==> src/rtl/seq_det_pkg.sv <==
// Shared types and elaboration helpers for the parametrised sequence detector.
//   fill_state_t : FILL while collecting samples, ARMED once PAT_W are held
//   calc_div     : system clocks per sample tick, never below 1
//   clog2        : counter width for values 0..value-1, never below 1
package seq_det_pkg;

  typedef enum logic {
    ST_FILL  = 1'b0,
    ST_ARMED = 1'b1
  } fill_state_t;

  function automatic int unsigned calc_div(input int unsigned clk_freq,
                                           input int unsigned sample_hz);
    int unsigned d;
    if (sample_hz == 0) return 1;
    d = clk_freq / sample_hz;
    return (d < 1) ? 1 : d;
  endfunction

  function automatic int unsigned clog2(input int unsigned value);
    int unsigned w;
    w = 1;
    while ((64'd1 << w) < 64'(value)) w++;
    return w;
  endfunction

endpackage

==> src/rtl/seq_tick_gen.sv <==
// Sample-rate tick generator.
//   sys_clk_in  : system clock
//   reset       : asynchronous active-low reset
//   tick        : one-cycle strobe every DIV clocks (every cycle when DIV=1)
//   new_clk_out : toggles on every tick
module seq_tick_gen
  import seq_det_pkg::*;
#(
  parameter int unsigned DIV = 2
) (
  input  logic sys_clk_in,
  input  logic reset,
  output logic tick,
  output logic new_clk_out
);

  localparam int unsigned     CW   = clog2(DIV);
  localparam logic [CW-1:0]   LAST = CW'(DIV - 1);

  logic [CW-1:0] cnt;

  assign tick = (cnt == LAST);

  always_ff @(posedge sys_clk_in or negedge reset) begin
    if (!reset) begin
      cnt         <= '0;
      new_clk_out <= 1'b0;
    end else if (tick) begin
      cnt         <= '0;
      new_clk_out <= ~new_clk_out;
    end else begin
      cnt <= cnt + 1'b1;
    end
  end

endmodule

==> src/rtl/seq_detector_param.sv <==
// Parametrised serial sequence detector.
//   sys_clk_in  : system clock          reset       : async active-low reset
//   data_in     : serial input          pattern     : target, MSB oldest
//   overlap_en  : overlapping matches   clr_count   : sync clear of match_count
//   new_clk_out : toggles per tick      data        : latest sample
//   data_bus    : history, bit0 newest  match       : one-cycle match pulse
//   match_count : saturating count      led         : stretched match indicator
module seq_detector_param
  import seq_det_pkg::*;
#(
  parameter int unsigned CLK_FREQ  = 10_000_000,
  parameter int unsigned SAMPLE_HZ = 5_000_000,
  parameter int unsigned PAT_W     = 4,
  parameter int unsigned HIST_W    = 8,
  parameter int unsigned CNT_W     = 8,
  parameter int unsigned LED_HOLD  = 4
) (
  input  logic              sys_clk_in,
  input  logic              reset,
  input  logic              data_in,
  input  logic [PAT_W-1:0]  pattern,
  input  logic              overlap_en,
  input  logic              clr_count,
  output logic              new_clk_out,
  output logic              data,
  output logic [HIST_W-1:0] data_bus,
  output logic              match,
  output logic [CNT_W-1:0]  match_count,
  output logic              led
);

  localparam int unsigned     DIV       = calc_div(CLK_FREQ, SAMPLE_HZ);
  localparam int unsigned     FW        = clog2(PAT_W + 1);
  localparam logic [FW-1:0]   FILL_FULL = FW'(PAT_W);
  localparam int unsigned     TW        = clog2(LED_HOLD + 1);
  localparam logic [TW-1:0]   HOLD      = TW'(LED_HOLD);

  logic              tick;
  logic [PAT_W-1:0]  pattern_q;
  logic [PAT_W-1:0]  win_next;
  logic [FW-1:0]     fill_q, fill_d, fill_inc;
  fill_state_t       state_q, state_d;
  logic              pat_chg;
  logic              hit;
  logic [TW-1:0]     timer_q, timer_d;
  logic [CNT_W-1:0]  count_d;

  seq_tick_gen #(.DIV(DIV)) u_tick (
    .sys_clk_in  (sys_clk_in),
    .reset       (reset),
    .tick        (tick),
    .new_clk_out (new_clk_out)
  );

  // Window as it will look once the current sample has been shifted in.
  assign win_next = {data_bus[PAT_W-2:0], data_in};

  always_comb begin
    pat_chg  = (pattern != pattern_q);
    fill_inc = (state_q == ST_ARMED) ? FILL_FULL : fill_q + 1'b1;
    // A pattern change suppresses detection for this cycle.
    hit      = tick && !pat_chg && (fill_inc == FILL_FULL) && (win_next == pattern_q);

    fill_d = fill_q;
    if (pat_chg) begin
      fill_d = '0;
    end else if (tick) begin
      fill_d = (hit && !overlap_en) ? '0 : fill_inc;
    end
    state_d = (fill_d == FILL_FULL) ? ST_ARMED : ST_FILL;

    timer_d = timer_q;
    if (hit) begin
      timer_d = HOLD;
    end else if (tick && (timer_q != '0)) begin
      timer_d = timer_q - 1'b1;
    end

    // Clear first, then count, so a clear coinciding with a match yields 1.
    count_d = clr_count ? '0 : match_count;
    if (hit && (count_d != '1)) begin
      count_d = count_d + 1'b1;
    end
  end

  always_ff @(posedge sys_clk_in or negedge reset) begin
    if (!reset) begin
      pattern_q   <= '0;
      data_bus    <= '0;
      data        <= 1'b0;
      fill_q      <= '0;
      state_q     <= ST_FILL;
      match       <= 1'b0;
      match_count <= '0;
      timer_q     <= '0;
      led         <= 1'b0;
    end else begin
      pattern_q   <= pattern;
      if (tick) begin
        data_bus <= {data_bus[HIST_W-2:0], data_in};
        data     <= data_in;
      end
      fill_q      <= fill_d;
      state_q     <= state_d;
      match       <= hit;
      match_count <= count_d;
      timer_q     <= timer_d;
      led         <= (timer_d != '0);
    end
  end

endmodule

==> config.mk <==
export PLATFORM = sky130hd
export DESIGN_NAME = seq_detector_param
export DESIGN_NICKNAME = d
export VERILOG_FILES = /design/src/rtl/seq_det_pkg.sv /design/src/rtl/seq_tick_gen.sv /design/src/rtl/seq_detector_param.sv
export SDC_FILE = /design/constraint.sdc
export NUM_CORES = 1
export LEC_CHECK = 0
export ABC_AREA = 1
export CAP_MARGIN = 20
export CORE_MARGIN = 3
export CORE_UTILIZATION = 38
export CTS_BUF_LIST = sky130_fd_sc_hd__clkbuf_8 sky130_fd_sc_hd__clkbuf_16
export DETAILED_ROUTE_END_ITERATION = 8
export GPL_ROUTABILITY_DRIVEN = 0
export GPL_TIMING_DRIVEN = 0
export PLACE_DENSITY = 0.65
export RECOVER_POWER = 50
export SYNTH_ARGS = -nofsm -noshare
export SYNTH_HDL_FRONTEND = slang
export SYNTH_SLANG_ARGS = --single-unit
==> constraint.sdc <==
create_clock -name sys_clk_in -period 2.1 [get_ports sys_clk_in]
set_clock_uncertainty 0.2 [all_clocks]
set_input_delay 0.42 -clock sys_clk_in [delete_from_list [all_inputs] [get_ports sys_clk_in]]
set_output_delay 0.42 -clock sys_clk_in [all_outputs]
set_load 0.05 [all_outputs]
## Yosys cells after proc, flatten, opt, wreduce, memory -nomap -nowiden

Cells that the tools add are included.

| storage, ports and cells | value |
|---|---|
| output and inout bits | 20 |
| memory bits (writable) | 0 |
| latch bits | 0 |
| ROM bits | 0 |
| bits of input ports | 9 |
| word-level logic and storage cells | 41 |
| bits in registers | 32 |
| memories | 0 |

| cells by class | value |
|---|---|
| mux-type cells | 10 |
| equality and inequality tests | 5 |
| shift-type cells | 0 |
| reduce and logical (&&, ||, !) cells | 10 |
| divide/modulo/power cells | 0 |
| order comparisons | 0 |
| bitwise gates (word level) | 1 |
| $add $sub $neg | 4 |
| $mul | 0 |

Operators by type and width:

| cell | count |
|---|---|
| $mux 3 | 6 |
| $mux 8 | 2 |
| $add 8x1->8 const B | 1 |
| $ne 8x8->1 const B | 1 |
| $eq 3x3->1 const B | 2 |
| $logic_and 1x1->1 | 6 |
| $reduce_bool 3->1 | 2 |
| $eq 4x4->1 | 1 |
| $ne 4x4->1 | 1 |
| $add 3x1->3 const B | 1 |
| $sub 3x1->3 const B | 1 |
| $logic_not 1->1 | 2 |
| $mux 1 | 2 |
| $add 1x1->1 const B | 1 |
| $not 1->1 | 1 |

## Logic depth before layout (Yosys ltp)

Gate-level depths: netlist of run 1.

| depth | value |
|---|---|
| word-level depth | 11 |
| mapped depth | 11 |
| mapped depth without buffers | 11 |

## Modules after synthesis

A second synthesis of run 1 with hierarchy kept.

| unflattened totals | value |
|---|---|
| cells, all modules | 214 |
| area total of the unflattened synthesis | 1,749.2 um^2 |

Modules (own cells, without submodules):

| module | instances | seq. area each (um^2) | area each (um^2) | cells each |
|---|---|---|---|---|
| seq_detector_param | 1 | 725.7 | 1,677.9 | 207 |
| seq_tick_gen | 1 | 50.0 | 71.3 | 7 |

## Least setup slack after synthesis of run 1

No wires, ideal clock.

| path | value |
|---|---|
| path type | register -> register |
| start point | reg match_count[0] |
| end point | reg match_count[5] |
| required time | 1.784 ns |
| arrival | 1.959 ns |
| period minus slack after synthesis | 2.275 ns |
| cell stages (with the launch flop) | 12 |
| slack | -0.175 ns |
| path through | dfrtp_1 -> inv_1 -> nor2_1 -> ha_1 -> nand2_1 -> nor2_8 -> nand3_4 -> nor3_4 -> nand3b_4 -> inv_2 -> nand2_1 -> nand2_1 |

| on the way | value |
|---|---|
| word-level cells in the longest chain between the ends | 4 |

Ends and longest elaborated chain:

| element | line | RTL |
|---|---|---|
| start, declared | seq_detector_param.sv:28 | `output logic [CNT_W-1:0] match_count,` |
| start signal, assigned | seq_detector_param.sv:106 | `match_count <= count_d;` |
| $mux 8 * | seq_detector_param.sv:80 | `count_d = clr_count ? '0 : match_count;` |
| branches (longest 2 deep; another with $add 8x1->8) | - |  |
| $mux 8 * | seq_detector_param.sv:81 | `if (hit && (count_d != '1)) begin` |
| net count_d[5] | seq_detector_param.sv:46 | `logic [CNT_W-1:0] count_d;` |

Mark *: on every way through the listed nets, which the timed path passes.
A chain may end at the register's enable or synchronous reset.

## Worst setup path after layout of run 1

| path | value |
|---|---|
| start point | reg data_bus[5] |
| end point | out data_bus[5] |

RTL lines:

| element | line | RTL |
|---|---|---|
| start, declared | seq_detector_param.sv:26 | `output logic [HIST_W-1:0] data_bus,` |
| start signal, assigned | seq_detector_param.sv:100 | `data_bus <= {data_bus[HIST_W-2:0], data_in};` |

No word-level cell between the ends.

==> flow_summary.yaml, run 1 <==
global_route:
  grt_usage: 0.143
  grt_pass1_wl_mm: 5.91
  antenna_found_initial: 0
  grt_max_degree: 32
  grt_pass1_vias: 1339
  grt.overflow.total: 0
setup_path:
  arrival_ns: 1.44
  crit_slowest_cell: "clkdlybuf4s50_1"
  critPathBufInv: 1
  crit_required_ns: 1.48
  crit_start: "data_bus[5]"
  critPathTopFamily: "buffers and inverters"
  critPathKind: "flop to output pin"
  path_cells: "clkdlybuf4s50_1"
  max_stage_delay_ns: 0.81
  endpoint_kind: "output pin"
  startpoint_type: "flop"
  rr_startpoint: "match_count[0]"
  cp_max_fo: 2
detailed_routing:
  drc_errors: 0
  wl_per_cell_um: 11.2
  avgViaCountPerCell: 4.64
  ant_nets: 0
  num_vias: 1424
  dr.first_iter.drc_count: 78
  drtPass1Iterations: 4
  drt_wl_total_mm: 3.43
place:
  hpwl_mm: 2.50
  placed_cell_area_um2: 2040
  portBuffers: 28
  dp.cells: 296
timing:
  drv_slew: 0
  timing.final.crit_share: 0.979
  fin_crit_ns: 2.06
  tightest_slew_ns: 0.774
  hold_viol_final: 0
  slew_headroom: 0.484
  fin_hold_ws_ns: 0.00453
  clock.fmax_ghz: 0.486
  finalSetupViolCount: 0
yosys:
  synth_top_area_share: 0.457
  netlist-cell-type-count: 26
  synth_fp_nets: 231
  synth.most_common_cell: "nand2_1"
  synth_edf_count: 0
  yosysWarningCount: 0
  ys_seq_area_frac: 0.457
  netlist_instances: 218
  avgSynthCellArea_um2: 7.78
  async_flop_share: 1.00
  ys.flop_type: "dfrtp_1"
  ys_seq_elements: 31
  synth.largest_area_cell: "dfrtp_1"
  ys_top_cells_by_count: "74 x nand2_1, 40 x inv_1, 31 x dfrtp_1"
  syn_area_um2: 1700
  netlist_top_cells_area: "dfrtp_1 46%, nand2_1 16%, inv_1 8.8%"
clock_tree:
  clock_latency_ns: 0.28
  cts_buffers: 5
  htree_levels: 2
  cts_tree: "done"
  clk_pin_slew_ns: 0.07
  clkSinkCount: 31
  cts_buffer_depth: 2
  cts_root_buf: "clkbuf_8"
die:
  ios: 29
  fp.dieArea_um2: 5300
  row_count: 23
  die_h_um: 72.8
  fp.dieW_um: 72.8
  initial_core_util: 0.409
  core_area_um2: 4140
finish:
  n_fill_cell: 409
  syn_to_final_growth_pct: 29.9
  final_cell_count_no_fill: 307
  layout-drive-gt1-share: 0.140
  multi_input_area_um2: 785
  antennaDiodeCount: 0
  design_area_um2: 2200
  fin_nets: 270
  regArea_um2: 778
status:
  status: "finished clean"
power_and_ir_drop:
  peakVddDrop_mv: 0.343
  p_leak_nw: 1.35
  power.density_nw_per_um2: 680
worst_hold_path:
  hp-class: "primary input to asynchronous set/reset pin"
job:
  drv_cap: 0
==> logic make-up after synthesis <==
kind of cell	synth area share
AO/OA/AOI/OAI	0.0354
XOR/XNOR	0.0413
AND/OR/NAND/NOR	0.333
adder cells (fa/ha/maj)	0.0295
flip-flops	0.457
buffers and inverters	0.104
==> cell type report <==
class,count,share of cell area
Buffer,4,0.00851
Inverter,42,0.0715
Clock buffer,6,0.0375
Tap cell,50,0.0284
Timing Repair Buffer,32,0.143
Multi-Input combinational cell,141,0.356
Sequential cell,31,0.353
Clock inverter,1,0.00227
==> report_power, final <==
part	internal, mW	switching (mW)
clock network	0.257	0.219
registers	0.652	0.0221
logic	0.128	0.221
total	1.04	0.462
==> path summary, 6_finish.rpt <==
path	cells past startpoint	to	slack, ns
worst min register to register	1	u_tick.new_clk_out	0.27
worst max-delay path	1	data_bus[5]	0.04
min in group sys_clk_in	1	u_tick.new_clk_out	0.27
max in group asynchronous	1	match_count[0]	1.16
worst min-delay path	1	pattern_q[1]	0.005
worst max register to register	11	match_count[7]	0.13
==> cells in the final DEF (no fill, tap or decap), types with 2 or more instances in the layout <==
master,instances
nand2_2,5
dlymetal6s2s_1,9
nand2_1,71
o21ai_0,10
nor2_1,15
inv_1,40
ha_1,3
dfrtp_1,29
clkbuf_2,2
nand4_1,2
clkbuf_1,3
xnor2_1,4
clkbuf_8,6
inv_2,2
dfrtp_2,2
nor3_4,2
nand3_1,10
dlygate4sd2_1,6
nor2_4,4
clkdlybuf4s50_1,10
xor2_1,4
buf_4,5
==> per-stage QoR <==
stage               setup slack [ns]  utilization  power, mW  TNS, ns
global route                 -0.0156        0.532       1.62  -0.0314
detailed placement            -0.579        0.493       1.04    -4.07
global placement              -0.589        0.495       1.04   -10.38
floorplan                     0.0267            -      0.938        0
finish                        0.0444        0.532       1.50        0
CTS                          0.00316        0.512       1.52        0
==> registers in the layout, indices dropped and copies added, names as in the netlist <==
signal and count:
timer_q 3, match 1, fill_q 3, match_count 8, u_tick.new_clk_out 1, state_q 1, pattern_q 4, led 1
data_bus 8, u_tick.tick 1
==> routing by layer <==
metal  wire [µm]  up-vias  GRT usage
met5           0        -          0
met4          74        0     0.0738
met3         117        5     0.0289
met2        1570       32      0.223
met1        1660      654      0.188
li1            -      733          -
==> what timing repair did <==
action / 4_1_cts / 5_1_grt
hold buffers: 0 / 0
gates resized for setup: 7 / 18
pin swaps: 2 / 9
buffers inserted: 0 / 4
endpoints found under the setup margin: 14 / 17
(Power assumes the default switching activity.)
==> run 2, diff against run 1 <==
Settings changed: CORE_UTILIZATION 38 to 40, PLACE_DENSITY 0.65 to 0.68.
==> run 2 against run 1 <==
  * Via count shrank 0.91%
  * Utilization grew 0.18 points
  * Critical path depth unchanged
  * Sequential share of layout area grew 0.63 points
  * Fmax up 0.18%
  * Highest routed layer unchanged
==> flow_summary.yaml, run 2 (synthesized netlist as in run 1, its figures left out) <==
status:
  status: "finished clean"
timing:
  clock.fmax_ghz: 0.487
  fin_hold_ws_ns: 0.265
  drv_slew: 0
  slew_headroom: 0.497
  hold_viol_final: 0
  fin_crit_ns: 2.05
  worst_slack_ns: 0.0480
  finalSetupViolCount: 0
  tightest_slew_ns: 0.755
  timing.final.crit_share: 0.977
  rsz0062_at_grt: "no"
die:
  die_h_um: 71.1
  fp.dieW_um: 71.1
  fp.dieArea_um2: 5060
  initial_core_util: 0.418
  core_area_um2: 4060
  row_count: 23
  ios: 29
setup_path:
  path_cells: "clkdlybuf4s50_1"
  max_stage_delay_ns: 0.79
  critPathKind: "flop to output pin"
  critPathTopFamily: "buffers and inverters"
  critPathBufInv: 1
  crit_required_ns: 1.48
  cp.depth: 1
  reg2regPathDepth: 11
  startpoint_type: "flop"
  crit_slowest_cell: "clkdlybuf4s50_1"
  arrival_ns: 1.43
  endpoint_kind: "output pin"
  cp_max_fo: 2
clock_tree:
  clk_pin_slew_ns: 0.06
  cts_root_buf: "clkbuf_8"
  clock_latency_ns: 0.28
  clkSinkCount: 31
  cts_buffers: 5
  htree_levels: 2
  cts_buffer_depth: 2
  cts_tree: "done"
global_route:
  grt_pass1_wl_mm: 6.02
  grt_usage: 0.154
  grt.overflow.total: 0
  antenna_found_initial: 0
  grt_use_met1: 0.197
  grt_max_degree: 32
  met2_usage: 0.237
  busiest_layer: "met2"
  grt_use_met3: 0.0469
  grt_pass1_vias: 1344
worst_hold_path:
  hp-class: "flop to flop"
  min_path_cells: 1
finish:
  n_fill_cell: 395
  final_cell_mix: "71 x nand2_1, 40 x inv_1, 29 x dfrtp_1"
  syn_to_final_growth_pct: 27.7
  layout-drive-gt1-share: 0.129
  fin_util: 0.534
  top_regs: "data_bus x8, match_count x8, pattern_q x4"
  fin_nets: 268
  antennaDiodeCount: 0
  layout_commonest_cell: "nand2_1"
  final_cell_count_no_fill: 305
detailed_routing:
  wl_per_cell_um: 11.0
  ant_nets: 0
  drc_errors: 0
  drtPass1Iterations: 4
  num_vias: 1411
  drt_wl_total_mm: 3.36
  avgViaCountPerCell: 4.63
  dr.first_iter.drc_count: 67
place:
  dp.cells: 296
  dpl_worst_slack_ns: -0.582
  portBuffers: 28
  hpwl_mm: 2.49
power_and_ir_drop:
  p_leak_nw: 1.35
  fin_total_pwr_mw: 1.49
  power.density_nw_per_um2: 689
  peakVddDrop_mv: 0.461
job:
  drv_cap: 0
## run 2: changes by cell type in the layout (fill, tap and decap cells not counted), sizes merged
cell / change
buf: -3
dlygate4sd2: +1
## run 2: area by class of cell
cell class                 count  area [µm²]  area share
timing repair buffer          30         302       0.139
clock inverter                 1        5.00     0.00231
buffer                         4        18.8     0.00867
multi-input combinational    141         759       0.351
sequential                    31         778       0.359
inverter                      42         158      0.0728
tap                           50        62.6      0.0289
clock buffer                   6        82.6      0.0381
## run 2: final timing paths
path	start	endpoint	slack (ns)
setup / recovery	match_count[1]	match_count[1]	0.05
hold / removal	u_tick.new_clk_out	u_tick.new_clk_out	0.26
setup reg to reg	match_count[1]	match_count[5]	0.12
hold reg to reg	u_tick.new_clk_out	u_tick.new_clk_out	0.26
max in group asynchronous	reset	match_count[0]	0.63
min in group asynchronous	reset	led	0.54
## run 2: metrics by stage
step	cell area [µm²]	setup TNS, ns
3_3_place_gp	2050	-9.74
4_1_cts	2130	0
5_1_grt	2170	0
6_report	2170	0
2_1_floorplan	1710	0
3_5_place_dp	2040	-4.12
## run 2: power breakdown
part           total, mW  internal [mW]  switching [mW]
registers          0.676          0.652          0.0237
logic              0.346          0.127           0.219
clock network      0.470          0.256           0.213
total               1.49           1.04           0.456
## run 2: metal layers
metal	wire length, µm	vias up
met3	120	6
met4	76	0
met1	1530	662
met2	1630	20
met5	0	-
li1	-	723
## run 2: repair_timing
action | 4_1_cts | 5_1_grt
buffers inserted | 0 | 1
endpoints found under the hold margin | 31 | 0
hold buffers | 1 | 0
gates cloned | 0 | 0
setup endpoints to repair | 15 | 15
pin swaps | 2 | 3
resized for setup | 8 | 14
